==> config.mk <==
export PLATFORM = sky130hd
export DESIGN_NAME = sweep_vec_counter
export DESIGN_NICKNAME = d
export VERILOG_FILES = /design/src/rtl/minterm_sweep_pkg.sv /design/src/rtl/sweep_vec_counter.sv
export SDC_FILE = /design/constraint.sdc
export NUM_CORES = 1
export LEC_CHECK = 0
export BUFFER_PORTS_ARGS = -buffer_cell sky130_fd_sc_hd__buf_2
export CORE_AREA = 2 2 39 41
export DETAILED_ROUTE_END_ITERATION = 8
export DIE_AREA = 0 0 41 43
export PLACE_DENSITY = 0.43
export SETUP_SLACK_MARGIN = 0.1
export SLEW_MARGIN = 25
export SYNTH_ARGS = -nofsm -noshare
export SYNTH_HDL_FRONTEND = slang
export SYNTH_SLANG_ARGS = --single-unit
==> constraint.sdc <==
create_clock -name clk -period 1.4 [get_ports clk]
set_input_delay 0.07 -clock clk [delete_from_list [all_inputs] [get_ports clk]]
set_output_delay 0.07 -clock clk [all_outputs]
set_load 0.1 [all_outputs]
==> src/rtl/minterm_sweep_pkg.sv <==
`default_nettype none
// ============================================================================
// minterm_sweep_pkg : shared types and constants for the minterm sweep checker
// Rev 1.0
// ============================================================================
package minterm_sweep_pkg;
   typedef enum logic {
      IDLE = 1'b0,
      RUN  = 1'b1
   } state_t;

   localparam int          NUM_VEC      = 16;
   localparam int          IDX_W        = 4;
   localparam logic [15:0] DEF_EXP_MASK = 16'h48C6;
endpackage
`default_nettype wire

==> src/rtl/sweep_vec_counter.sv <==
`default_nettype none
// ============================================================================
// sweep_vec_counter : vector index and settle-wait generation with sample strobes
// Rev 1.0
// ============================================================================
module sweep_vec_counter
   import minterm_sweep_pkg::*;
#(
   parameter int SETTLE = 1
) (
   input  logic             clk,
   input  logic             rst,
   input  logic             i_run,
   output logic [IDX_W-1:0] o_idx,
   output logic             o_sample,
   output logic             o_last_sample
);
   localparam logic [2:0]       c_SETTLE   = 3'(SETTLE);
   localparam logic [IDX_W-1:0] c_LAST_IDX = IDX_W'(NUM_VEC - 1);

   logic [IDX_W-1:0] r_idx;
   logic [2:0]       r_wcnt;
   logic             w_sample;

   assign w_sample      = i_run && (r_wcnt == c_SETTLE);
   assign o_sample      = w_sample;
   assign o_last_sample = w_sample && (r_idx == c_LAST_IDX);
   assign o_idx         = r_idx;

   // Index wraps 15 -> 0 naturally on the last sample, leaving the counter parked at 0.
   always_ff @(posedge clk) begin
      if (rst || !i_run) begin
         r_idx  <= '0;
         r_wcnt <= '0;
      end else if (w_sample) begin
         r_idx  <= r_idx + 1'b1;
         r_wcnt <= '0;
      end else begin
         r_wcnt <= r_wcnt + 1'b1;
      end
   end
endmodule
`default_nettype wire

==> summary.md <==
| Metric | Value |
|---|---|
| Outcome | `completed` |
| # setup viols final | `0` |
| Vias | `267` |
| Post-Synth XOR/XNOR Area | `0.0526` |
| DP Cell Count | `58` |
| CP Max Fanout | `5` |
| Mean area per synthesized cell | `9.79 um2` |
| Post-synthesis compound-gate area fraction | `0.0301` |
| Core Footprint | `1380 um2` |
| Clk root buf | `clkbuf_4` |
| Peak VDD IR | `0.000365 V` |
| TritonCTS clock tree | `done` |
| Routed length on met3 | `approximately 50 um` |
| First-pass GRT wire length | `986 um` |
| Initial antenna violation count | `0` |
| Ys async rst share | `0` |
| F_max | `786 MHz` |
| Worst hold path type | `input port to register` |
| Reg clk slew, reported paths | `50 ps` |
| Initial Utilization | `0.241` |
| Dpl cell area | `approximately 480 um2` |
| Unrepaired setup endpoints after global routing | `yes` |
| Final hold slack | `236 ps` |
| Synth unique cells | `17` |
| Antenna cells | `0` |
| Max cap viols | `0` |
| Total global routing overflow | `0` |
| Syn nets | `40` |
| CP Capture Type | `output pin` |
| Most used DFF post-synth | `dfxtp_1` |
| Final Max Slew Viols | `0` |
| Worst Path Required | `1330 ps` |
| Setup TNS Final | `0 ps` |
| Hpwl dp | `497 um` |
| Design area | `509 um2` |
| Cell Pwr Density | `857 nW/um2` |
| #FFs+latches synth | `7` |
| CTS sink cnt | `7` |
| Fraction of layout cells with a size suffix above 1 | `0.565` |
| Post-Synth Simple-Gate Area | `0.312` |
| TritonCTS Buffers | `3` |
| DRT Wirelength | `638 um` |
| Warnings, synthesis | `0` |
| Nets | `53` |
| Die Ht | `43 um` |
| Largest net degree at the start of global routing | `7` |
| # DRC | `0` |
| Main combinational cell family by area after synthesis | `simple AND/OR/NAND/NOR gates` |
| Sequential share of the synthesized area | `0.421` |
| Post-CTS Hold Fix Bufs | `0` |
| Routed met1 length | `266 um` |
| Via density | `4.31` |
| Multiplexer share of the synthesized area | `0.0602` |
| Ports | `9` |
| Minimum clock period | `1270 ps` |
| Global Route Usage Sum | `0.0926` |
| Vias in the first global route | `249` |
| Routability cong. | `just under 0.6` |
| Synthesis-to-finish area growth | `53.0%` |
| Port Buffers | `8` |
| Later-pin clock latency in the skew report | `approximately 250 ps` |
| Non-Filler Instances | `62` |
| CTS Buffer Depth | `2` |
| Critical path data arrival time | `1200 ps` |
| Cell count after synthesis | `34` |
| DRT antenna net count | `0` |
| Fin crit share | `0.908` |
| Metal2 WL | `~320 um` |
| Clk_skew | `1.99 ps` |
| Site row count | `14` |
| First-pass DRT Iterations | `2` |
| WS Path Type | `register to output pin` |
| Finished Core Util | `0.368` |
| Synth Area in Adders | `0.113` |
| Final number of hold-violating endpoints | `0` |
| DIE AREA | `1760 um2` |
| Drt wl/cell | `10.3 um` |
| Worst Setup Start Kind | `register` |
| Slew HR | `0.678` |
| H-tree Lvls | `1` |
| Starting DRT DRC Count | `2` |
| Leakage | `0.205 nW` |
| Post-Syn Area | `333 um2` |
| Top Metal Used | `met3` |
| Die X-Extent | `41 um` |
| Worst-Margin Slew | `486 ps` |
| Post-synth EDFFs | `0` |
worst max-delay path, stage by stage (launching register included):
cell	delay, ps
dfxtp_2	320
inv_2	60
ha_4	160
nand4b_4	110
nor2_4	120
buf_12	180
repair_timing:
action | CTS | global route
gates resized for setup | 0 | 1
setup buffers | 0 | 0
endpoints found under the setup margin | 0 | 3
synth_stat cells, drive strengths merged, types with 2 or more instances:
master	number	area share
nand2	2	0.023
ha	3	0.11
nor2	8	0.090
nand4b	2	0.098
mux2i	2	0.060
dfxtp	7	0.42
area by class of cell:
class | count | area (um2)
Tap cell | 16 | 20.0
Multi-Input combinational cell | 26 | 231
Sequential cell | 7 | 158
Clock buffer | 4 | 26.3
Timing Repair Buffer | 8 | 70.1
Inverter | 1 | 3.75
Fill cell | 149 | 875
registers in the layout, summed over array words and instances (netlist names):
register / cells
r_wcnt: 3
o_idx: 4
metal layers:
metal | up-vias | track usage
met5 | - | 0
met1 | 122 | 0.0906
met4 | 0 | 0.0600
li1 | 138 | -
met2 | 7 | 0.125
met3 | 0 | 0.0785
where the power goes:
part / internal, mW / switching (mW)
Combinational: 0.0213 / 0.0341
Clock: 0.109 / 0.0708
Sequential: 0.197 / 0.00464
Total: 0.327 / 0.110
final timing paths:
path	from	to	slack (ps)	depth (start not counted)
setup / recovery	r_wcnt[1]	o_last_sample	130	5
hold / removal	rst	o_idx[3]	240	3
setup reg to reg	r_wcnt[1]	o_idx[3]	140	5
hold reg to reg	r_wcnt[0]	r_wcnt[0]	440	1
cells by family after synthesis:
family / after synthesis
compound gates: 2
xor+xnor: 2
fa+ha+maj: 3
buf+inv: 1
flops: 7
mux: 2
simple gates: 17
cell usage in the layout (no fill, tap or decap):
cell type	n
dfxtp_1	1
mux2i_1	2
xor2_1	1
ha_4	2
nand4b_4	1
nor2_1	7
or3_1	1
nand4b_1	1
nand2_1	1
nand2_2	1
dfxtp_2	2
buf_12	2
nor2b_1	1
inv_2	1
nor2_4	1
clkbuf_4	3
ha_1	1
xnor2_1	1
a21oi_2	1
o21ai_0	1
clkbuf_1	1
or2_2	1
buf_2	6
nand2b_1	1
and3b_4	1
dfxtp_4	4
metrics by stage:
stage               total power [mW]  worst slack (ps)
floorplan                      0.245              38.0
global placement               0.260               201
detailed placement             0.261               160
CTS                            0.450               108
global route                   0.466              51.7
finish                         0.437               128
(Power assumes the default switching activity.)
